[config.mk]
export PLATFORM = sky130hd
export DESIGN_NAME = vec_addsub_pipe_flat
export DESIGN_NICKNAME = d
export VERILOG_FILES = /design/src/rtl/vec_addsub_pipe_pkg.sv /design/src/rtl/vec_addsub_pipe_if.sv /design/src/rtl/vec_addsub_lane.sv /design/src/rtl/vec_addsub_pipe.sv /design/src/flat_wrapper.sv
export SDC_FILE = /design/constraint.sdc
export NUM_CORES = 2
export LEC_CHECK = 0
export CAP_MARGIN = 15
export CORE_ASPECT_RATIO = 1.25
export CORE_MARGIN = 2
export CORE_UTILIZATION = 43
export DETAILED_ROUTE_END_ITERATION = 10
export PLACE_DENSITY = 0.72
export REMOVE_ABC_BUFFERS = 1
export SKIP_LAST_GASP = 1
export SYNTH_ARGS = -nofsm -noshare
export SYNTH_HDL_FRONTEND = slang
export SYNTH_SLANG_ARGS = --single-unit
[constraint.sdc]
create_clock -name clock -period 6 [get_ports clock]
set_input_delay 1.5 -clock clock [delete_from_list [all_inputs] [get_ports clock]]
set_output_delay 1.5 -clock clock [all_outputs]
set_load 0.02 [all_outputs]
[src/rtl/vec_addsub_pipe_pkg.sv]
// ----------------------------------------------------------------------------
// vec_math_pkg
// Shared definitions for the vector math blocks of the ray-tracer pipeline.
//   - OP_ADD / OP_SUB : encoding of the per-transaction op select
//   - DEFAULT_*       : default lane width / lane count for vector math blocks
//   - SAT_W           : internal working width of the sat_add helper
//   - sat_add()       : signed add with overflow detect and optional clamp
// ----------------------------------------------------------------------------
package vec_math_pkg;

    localparam logic OP_ADD = 1'b0;
    localparam logic OP_SUB = 1'b1;

    localparam int DEFAULT_DATA_WIDTH = 32;
    localparam int DEFAULT_LANES      = 3;

    // Working width for sat_add; lane widths up to SAT_W-1 bits are supported.
    localparam int SAT_W = 64;

    // Signed add of two operands already sign-extended to SAT_W bits, both
    // representable in dw bits. Returns {ovf, result}; only result[dw-1:0]
    // is meaningful to the caller. Because the operands are sign-extended
    // well beyond dw, sum[dw] holds the true sign of the exact result, so
    // overflow is simply sum[dw] != sum[dw-1].
    function automatic logic [SAT_W:0] sat_add(
        input logic [SAT_W-1:0] a,
        input logic [SAT_W-1:0] b,
        input int unsigned      dw,
        input logic             saturate
    );
        logic [SAT_W-1:0] sum;
        logic [SAT_W-1:0] sum_hi;
        logic [SAT_W-1:0] sum_lo;
        logic [SAT_W-1:0] max_v;
        logic [SAT_W-1:0] min_v;
        logic [SAT_W-1:0] res;
        logic             ovf;

        sum    = a + b;
        // Shifts instead of variable bit-selects keep index widths clean.
        sum_hi = sum >> dw;
        sum_lo = sum >> (dw - 32'd1);
        ovf    = sum_hi[0] ^ sum_lo[0];
        max_v  = (SAT_W'(1) << (dw - 32'd1)) - SAT_W'(1);
        min_v  = ~max_v;

        if (saturate && ovf) begin
            res = sum_hi[0] ? min_v : max_v;
        end else begin
            res = sum;
        end
        return {ovf, res};
    endfunction

endpackage

[src/rtl/vec_addsub_pipe_if.sv]
// ----------------------------------------------------------------------------
// vec_addsub_pipe_if
// Bus bundle of vec_addsub_pipe.
//   Input side (FWFT upstream FIFO): x, y, op_sub, in_empty -> in_rd_en
//   Output side (FWFT result buffer): out, out_ovf, out_empty, out_count
//                                     <- out_rd_en
// Lanes are packed, lane 0 in the least significant DATA_WIDTH bits.
// Modports:
//   slave  - the vec_addsub_pipe view
//   master - the environment view (upstream FIFO + downstream consumer)
// ----------------------------------------------------------------------------
interface vec_addsub_pipe_if #(
    parameter int DATA_WIDTH = 32,
    parameter int LANES      = 3,
    parameter int OUT_DEPTH  = 16
);
    logic [LANES-1:0][DATA_WIDTH-1:0] x;
    logic [LANES-1:0][DATA_WIDTH-1:0] y;
    logic                             op_sub;
    logic                             in_empty;
    logic                             in_rd_en;
    logic [LANES-1:0][DATA_WIDTH-1:0] out;
    logic [LANES-1:0]                 out_ovf;
    logic                             out_empty;
    logic                             out_rd_en;
    logic [$clog2(OUT_DEPTH):0]       out_count;

    modport slave (
        input  x, y, op_sub, in_empty, out_rd_en,
        output in_rd_en, out, out_ovf, out_empty, out_count
    );

    modport master (
        output x, y, op_sub, in_empty, out_rd_en,
        input  in_rd_en, out, out_ovf, out_empty, out_count
    );
endinterface

[src/rtl/vec_addsub_lane.sv]
// ----------------------------------------------------------------------------
// vec_addsub_lane
// Combinational single-lane signed add/subtract with overflow flag.
//   x, y    in  DATA_WIDTH  signed operands
//   op_sub  in  1           OP_ADD: x+y, OP_SUB: x-y
//   result  out DATA_WIDTH  clamped (SATURATE=1) or wrapped (SATURATE=0)
//   ovf     out 1           exact result did not fit in DATA_WIDTH bits
// ----------------------------------------------------------------------------
module vec_addsub_lane
    import vec_math_pkg::*;
#(
    parameter int DATA_WIDTH = DEFAULT_DATA_WIDTH,
    parameter int SATURATE   = 1
) (
    input  logic [DATA_WIDTH-1:0] x,
    input  logic [DATA_WIDTH-1:0] y,
    input  logic                  op_sub,
    output logic [DATA_WIDTH-1:0] result,
    output logic                  ovf
);

    logic [SAT_W-1:0]          x_ext_s;
    logic [SAT_W-1:0]          y_ext_s;
    logic [SAT_W-1:0]          b_ext_s;
    logic [SAT_W:0]            sum_s;
    logic [SAT_W-1:DATA_WIDTH] lane_unused_s;

    // Sign-extend, negate y for subtract (safe: the extension leaves headroom
    // for -(min)), then add with overflow handling.
    always_comb begin
        x_ext_s = {{(SAT_W-DATA_WIDTH){x[DATA_WIDTH-1]}}, x};
        y_ext_s = {{(SAT_W-DATA_WIDTH){y[DATA_WIDTH-1]}}, y};
        if (op_sub == OP_SUB) begin
            b_ext_s = SAT_W'(0) - y_ext_s;
        end else begin
            b_ext_s = y_ext_s;
        end
        sum_s         = sat_add(x_ext_s, b_ext_s, DATA_WIDTH, (SATURATE != 0));
        result        = sum_s[DATA_WIDTH-1:0];
        ovf           = sum_s[SAT_W];
        lane_unused_s = sum_s[SAT_W-1:DATA_WIDTH];
    end

endmodule

[src/rtl/vec_addsub_pipe.sv]
// ----------------------------------------------------------------------------
// vec_addsub_pipe
// N-lane signed vector add/subtract, one vector per cycle.
//   clock   in  rising-edge clock
//   reset   in  synchronous active-high reset; drops staged and buffered data
//   bus     vec_addsub_pipe_if.slave
//     x, y, op_sub, in_empty -> in_rd_en   : pops the upstream FWFT FIFO
//     out, out_ovf, out_empty, out_count   : FWFT result buffer head/state
//     out_rd_en                            : pops the result buffer
// Flow: operands popped at edge E0 land (as results) in the stage register,
// and the stage is written into the circular buffer at E1. Input pops are
// gated by credit: buffered entries plus the staged entry must stay below
// OUT_DEPTH, so the E1 write always has room. A read in the same cycle is
// not credited until the next cycle.
// ----------------------------------------------------------------------------
module vec_addsub_pipe
    import vec_math_pkg::*;
#(
    parameter int DATA_WIDTH = DEFAULT_DATA_WIDTH,
    parameter int LANES      = DEFAULT_LANES,
    parameter int OUT_DEPTH  = 16,
    parameter int SATURATE   = 1
) (
    input  logic               clock,
    input  logic               reset,
    vec_addsub_pipe_if.slave   bus
);

    localparam int PW = $clog2(OUT_DEPTH);
    localparam int CW = PW + 1;

    typedef logic [LANES-1:0][DATA_WIDTH-1:0] vec_t;

    // Per-lane arithmetic
    vec_t             lane_res_s;
    logic [LANES-1:0] lane_ovf_s;

    // Stage register
    logic             stage_valid_r;
    vec_t             stage_data_r;
    logic [LANES-1:0] stage_ovf_r;

    // Circular buffer
    vec_t             mem_data_r [OUT_DEPTH];
    logic [LANES-1:0] mem_ovf_r  [OUT_DEPTH];
    logic [PW-1:0]    wr_ptr_r;
    logic [PW-1:0]    rd_ptr_r;
    logic [CW-1:0]    count_r;

    // Registered head view
    vec_t             out_data_r;
    logic [LANES-1:0] out_ovf_r;
    logic             out_empty_r;

    // Control
    logic [CW:0]      occupancy_s;
    logic             in_rd_en_s;
    logic             wr_fire_s;
    logic             rd_fire_s;
    logic [CW-1:0]    count_next_s;
    logic [PW-1:0]    rd_ptr_next_s;
    vec_t             head_data_s;
    logic [LANES-1:0] head_ovf_s;

    genvar g;
    generate
        for (g = 0; g < LANES; g++) begin : g_lane
            vec_addsub_lane #(
                .DATA_WIDTH (DATA_WIDTH),
                .SATURATE   (SATURATE)
            ) u_lane (
                .x      (bus.x[g]),
                .y      (bus.y[g]),
                .op_sub (bus.op_sub),
                .result (lane_res_s[g]),
                .ovf    (lane_ovf_s[g])
            );
        end
    endgenerate

    // Credit check, fire strobes, next count/pointer and next head selection.
    always_comb begin
        occupancy_s = {1'b0, count_r} + (CW+1)'(stage_valid_r);
        in_rd_en_s  = !bus.in_empty && (occupancy_s < (CW+1)'(OUT_DEPTH));
        wr_fire_s   = stage_valid_r;
        rd_fire_s   = bus.out_rd_en && (count_r != CW'(0));

        case ({wr_fire_s, rd_fire_s})
            2'b10:   count_next_s = count_r + CW'(1);
            2'b01:   count_next_s = count_r - CW'(1);
            default: count_next_s = count_r;
        endcase

        if (rd_fire_s) begin
            rd_ptr_next_s = rd_ptr_r + PW'(1);
        end else begin
            rd_ptr_next_s = rd_ptr_r;
        end

        // The entry that becomes head may be the one being written this
        // edge (buffer empty or drained to it), so bypass the stage data.
        if (wr_fire_s && (rd_ptr_next_s == wr_ptr_r)) begin
            head_data_s = stage_data_r;
            head_ovf_s  = stage_ovf_r;
        end else begin
            head_data_s = mem_data_r[rd_ptr_next_s];
            head_ovf_s  = mem_ovf_r[rd_ptr_next_s];
        end
    end

    // Stage register, pointers, count and registered head view.
    always_ff @(posedge clock) begin
        if (reset) begin
            stage_valid_r <= 1'b0;
            stage_data_r  <= '0;
            stage_ovf_r   <= '0;
            wr_ptr_r      <= '0;
            rd_ptr_r      <= '0;
            count_r       <= '0;
            out_data_r    <= '0;
            out_ovf_r     <= '0;
            out_empty_r   <= 1'b1;
        end else begin
            stage_valid_r <= in_rd_en_s;
            if (in_rd_en_s) begin
                stage_data_r <= lane_res_s;
                stage_ovf_r  <= lane_ovf_s;
            end
            if (wr_fire_s) begin
                wr_ptr_r <= wr_ptr_r + PW'(1);
            end
            rd_ptr_r    <= rd_ptr_next_s;
            count_r     <= count_next_s;
            out_empty_r <= (count_next_s == CW'(0));
            // Hold the last head when the buffer drains.
            if (count_next_s != CW'(0)) begin
                out_data_r <= head_data_s;
                out_ovf_r  <= head_ovf_s;
            end
        end
    end

    // Buffer storage; no reset needed, validity is tracked by the pointers.
    always_ff @(posedge clock) begin
        if (!reset && wr_fire_s) begin
            mem_data_r[wr_ptr_r] <= stage_data_r;
            mem_ovf_r[wr_ptr_r]  <= stage_ovf_r;
        end
    end

    assign bus.in_rd_en  = in_rd_en_s;
    assign bus.out       = out_data_r;
    assign bus.out_ovf   = out_ovf_r;
    assign bus.out_empty = out_empty_r;
    assign bus.out_count = count_r;

endmodule

[src/flat_wrapper.sv]
// flat-port wrapper written by rule: the top's interface ports become plain ports
module vec_addsub_pipe_flat import vec_math_pkg::*;
#(
    parameter int DATA_WIDTH = DEFAULT_DATA_WIDTH,
    parameter int LANES      = DEFAULT_LANES,
    parameter int OUT_DEPTH  = 16,
    parameter int SATURATE   = 1
)
  (clock, reset, bus_x, bus_y, bus_op_sub, bus_in_empty, bus_out_rd_en, bus_in_rd_en, bus_out, bus_out_ovf, bus_out_empty, bus_out_count);
  vec_addsub_pipe_if #(.DATA_WIDTH(DATA_WIDTH), .LANES(LANES), .OUT_DEPTH(OUT_DEPTH)) bus_i ();
  input  logic clock;
  input  logic reset;
  input wire logic [$bits(bus_i.x)-1:0] bus_x;
  input wire logic [$bits(bus_i.y)-1:0] bus_y;
  input wire logic [$bits(bus_i.op_sub)-1:0] bus_op_sub;
  input wire logic [$bits(bus_i.in_empty)-1:0] bus_in_empty;
  input wire logic [$bits(bus_i.out_rd_en)-1:0] bus_out_rd_en;
  output wire logic [$bits(bus_i.in_rd_en)-1:0] bus_in_rd_en;
  output wire logic [$bits(bus_i.out)-1:0] bus_out;
  output wire logic [$bits(bus_i.out_ovf)-1:0] bus_out_ovf;
  output wire logic [$bits(bus_i.out_empty)-1:0] bus_out_empty;
  output wire logic [$bits(bus_i.out_count)-1:0] bus_out_count;
  assign bus_i.x = bus_x;
  assign bus_i.y = bus_y;
  assign bus_i.op_sub = bus_op_sub;
  assign bus_i.in_empty = bus_in_empty;
  assign bus_i.out_rd_en = bus_out_rd_en;
  assign bus_in_rd_en = bus_i.in_rd_en;
  assign bus_out = bus_i.out;
  assign bus_out_ovf = bus_i.out_ovf;
  assign bus_out_empty = bus_i.out_empty;
  assign bus_out_count = bus_i.out_count;
  vec_addsub_pipe #(.DATA_WIDTH(DATA_WIDTH), .LANES(LANES), .OUT_DEPTH(OUT_DEPTH), .SATURATE(SATURATE)) u_core (.clock(clock), .reset(reset), .bus(bus_i));
endmodule
==> results.yml <==
status:
  outcome: "complete, no violations"
synth:
  async_flop_share_pct: 0
  post-synth-top-count-cell: "edfxtp_1"
  synth.distinct_cells: 88
  synth_area_per_cell_um2: 17.76
  ys_seq_area_share_pct: 68.25
  yosysWarnings: 0
  synth_area_leaders: "edfxtp_1, mux4_2, dfxtp_1, o21ai_0, ha_1"
  synth_top_area_cell: "edfxtp_1"
  synth_common_cells: "edfxtp_1, mux4_2, o21ai_0"
  synth_area_um2: 75940
  synthCells: 4275
  synth-edff-count: 1584
  synth_flop_cell: "edfxtp_1"
  synth-seq-cells: 1797
  synth_top_area_share_pct: 62.63
detailed_routing:
  antenna_left: 0
  wl_um: 196100
  vias: 43390
  vias_per_cell: 5.852
  drc: 0
  first_iter_violations: 4422
  wire_per_inst_um: 26.45
  first_pass_iters: 6
clock_tree:
  cts_tree: "done"
  insertion_delay_ns: 0.81
  hold_buffers: 0
  clock-sinks: 1797
  htreeDepth: 4
  cts_root_buffer: "clkbuf_16"
  clockBufferDepth: 3
  clk_pin_slew_ns: 0.06
  cts_made_buffers: 164
power_and_ir_drop:
  p_switching_mw: 11.78
  swShare_pct: 30.05
  ir_drop_uv: 632.1
  leakage_nw: 30.38
  cellPowerDensity_nw_per_um2: 433.5
  cellInternalPower_mw: 27.43
  p_seq_share_pct: 40.4
  clkPwrFrac_pct: 27.8
  comb_power_share_pct: 31.8
timing:
  finalCritPeriodShare_pct: 96.42
  slew_headroom_pct: 35.45
  timing.final.ws_setup_ns: 0.2150
  tightest_slew_ns: 0.9683
  setup_viol: 0
  finalHoldViolations: 0
  fin_worst_skew_ns: 0.03211
  max_freq_mhz: 172.9
  layout_min_cycle_time_ns: 5.785
  slew_violations: 0
floorplanning:
  die_area_um2: 180000
  die_width_um: 379.9
  fp.dieH_um: 473.9
  core_area_um2: 175600
  start_util_pct: 43.24
  rows: 172
  io_pins: 303
worst_setup_path:
  crit_buf_inv: 4
  r2r_slack_ns: 1.79
  critPathMaxStageDelay_ns: 0.60
  crit_type: "in2reg"
  arrival_ns: 6.47
  cp_data_required_time_ns: 6.68
  slowest_stage: "or4_1"
  path_delay_family: "compound AO/OA/AOI/OAI gates"
  cp-start-kind: "input port"
  cp_max_fo: 10
  cp-end-kind: "register"
  ff2ff_path_depth: 15
  cp_cell_sequence: "clkdlybuf4s50_1, or4_1, or2_1, or3_1, or2_2, o31ai_2, xnor2_1, ha_1, a21o_1, a21o_1, a21o_1, a221oi_1, buf_4, o2111a_1, o21a_1, a211oi_4, buf_4, o31ai_4, clkbuf_16, a211oi_2"
  r2r_end: "u_core.bus.out[50]$_SDFFE_PP0N_"
  cpMostUsedCell: "a21o_1"
  timing.rr.start: "u_core.bus.out_count[1]$_SDFF_PP0_"
finish:
  finalNonFillerCells: 7415
  nets: 5230
  syn_to_final_growth_pct: 19.13
  drive_above_1_share_pct: 25.12
  finalInstanceArea_um2: 90470
  utilization_pct: 51.52
grt:
  grt_pass1_wl_um: 289000
  antenna_found_initial: 9
  track_usage_pct: 21.57
  grt.overflow.total: 0
  grt_pass1_vias: 44080
  grt_max_degree: 104
worst_hold_path:
  hold_path_class: "reg2reg"
  hp-start: "u_core.bus.out[61]$_SDFFE_PP0N_"
  hold_depth: 2
  min_to: "u_core.bus.out[61]$_SDFFE_PP0N_"
place:
  dp_hpwl_um: 114100
  routabilityCongestion: 0.9053
  io_buffers: 302
  place_area_um2: 84680
  post-place-ws_ns: -0.8025
  place_inst: 7094
flow_run:
  maxCapViolations: 0
==> worst max-delay path by stage <==
stage                                                 endpoint  depth (start not counted)           from  slack (ns)
final                     u_core.stage_data_r[78]$_SDFFE_PP0P_                         20      bus_y[77]        0.21
after global routing      u_core.stage_data_r[92]$_SDFFE_PP0P_                         20      bus_y[74]       -0.01
after CTS                 u_core.stage_data_r[70]$_SDFFE_PP0P_                         21      bus_y[65]        0.04
after detailed placement  u_core.stage_data_r[69]$_SDFFE_PP0P_                         21      bus_y[65]       -0.80
after global placement    u_core.stage_data_r[69]$_SDFFE_PP0P_                         21      bus_y[65]       -0.72
after floorplan                 u_core.bus.out[0]$_SDFFE_PP0N_                          7  bus_out_rd_en      -45.55
==> routing by layer <==
metal / track usage (%) / vias up / part of all wire, %
li1: - / 18620 / -
met1: 28.66 / 22360 / 39
met2: 35.96 / 2087 / 49
met5: 0 / - / 0
met3: 4.473 / 330 / 8.8
met4: 6.290 / 0 / 2.7
==> power by group through the flow <==
| stage | Combinational [mW] | Sequential [mW] | Clock [mW] |
|---|---|---|---|
| global placement | 12.5 | 16.0 | 0 |
| CTS | 12.7 | 15.8 | 11.1 |
| floorplan | 5.98 | 15.8 | 0 |
| finish | 12.5 | 15.8 | 10.9 |
| detailed placement | 12.6 | 16.1 | 0 |
| global route | 13.4 | 15.9 | 11.5 |
==> sequential cells by signal (all words and copies together), names as in the netlist <==
name	count
u_core.rd_ptr_r	4
u_core.mem_ovf_r	48
u_core.stage_ovf_r	3
u_core.bus.out_count	5
u_core.bus.out_ovf	3
u_core.stage_valid_r	1
u_core.bus.out	96
u_core.mem_data_r	1536
u_core.wr_ptr_r	4
u_core.stage_data_r	96
u_core.bus.out_empty	1
==> tightest hold or removal path: stages (launching register included) <==
cell and delay, ns:
dfxtp_1 0.32, nand2_1 0.04, o21ai_0 0.05
==> cells in the final DEF, fill, tap and decap left out, types with 18 or more instances in the layout <==
master and instances:
nand2_1 202, nor3_1 23, xnor2_1 134, clkdlybuf4s50_1 300, o21ai_0 275, or3_1 19
a211oi_1 19, clkbuf_1 33, nor2_1 109, clkinv_2 28, xor2_1 51, nand3_1 19
dfxtp_1 213, bufinv_16 20, a21oi_1 177, clkbuf_16 167, edfxtp_1 1584, a21o_1 43
buf_4 348, a21oi_2 18, maj3_1 34, nand2b_1 26, mux4_2 495, inv_1 41
mux2i_1 105, maj3_2 20, ha_1 111, buf_12 48, clkinv_1 23, a211oi_2 23
o31ai_1 29
==> metrics by stage <==
| stage | setup TNS, ns | hold WS (ns) | power (mW) |
|---|---|---|---|
| 3_3_place_gp | -36.19 | 0.4336 | 28.47 |
| 4_1_cts | 0 | 0.4576 | 39.55 |
| 6_report | 0 | 0.4534 | 39.22 |
| 3_5_place_dp | -42.97 | 0.4429 | 28.67 |
| 5_1_grt | -0.04132 | 0.4783 | 40.83 |
| 2_1_floorplan | -4618.58 | 0.5287 | 21.79 |
==> kinds of logic after synthesis <==
| kind of cell | after synthesis | share of synthesized area [%] |
|---|---|---|
| AND/OR/NAND/NOR | 535 | 3.470 |
| adder cells (fa/ha/maj) | 169 | 2.679 |
| XOR/XNOR | 189 | 2.180 |
| AO/OA/AOI/OAI | 719 | 5.941 |
| flip-flops | 1797 | 68.25 |
| buffers and inverters | 265 | 1.404 |
| multiplexers | 601 | 16.08 |
==> area by class of cell <==
class	instances	area [um2]
fillers	14000	85140
flip-flops and latches	1797	51830
clock inverters	92	1127
clock buffers	216	4512
well taps	2349	2939
multi-input cells	2213	23260
repair buffers	698	6614
inverters	44	170.2
diodes	6	15.01
==> timing repair <==
action | 4_1_cts | 5_1_grt
hold endpoints to repair | 0 | 0
resized for setup | 0 | 16
endpoints found under the setup margin | 0 | 33
buffers inserted | 0 | 6
Power figures use the tool's default switching activity.
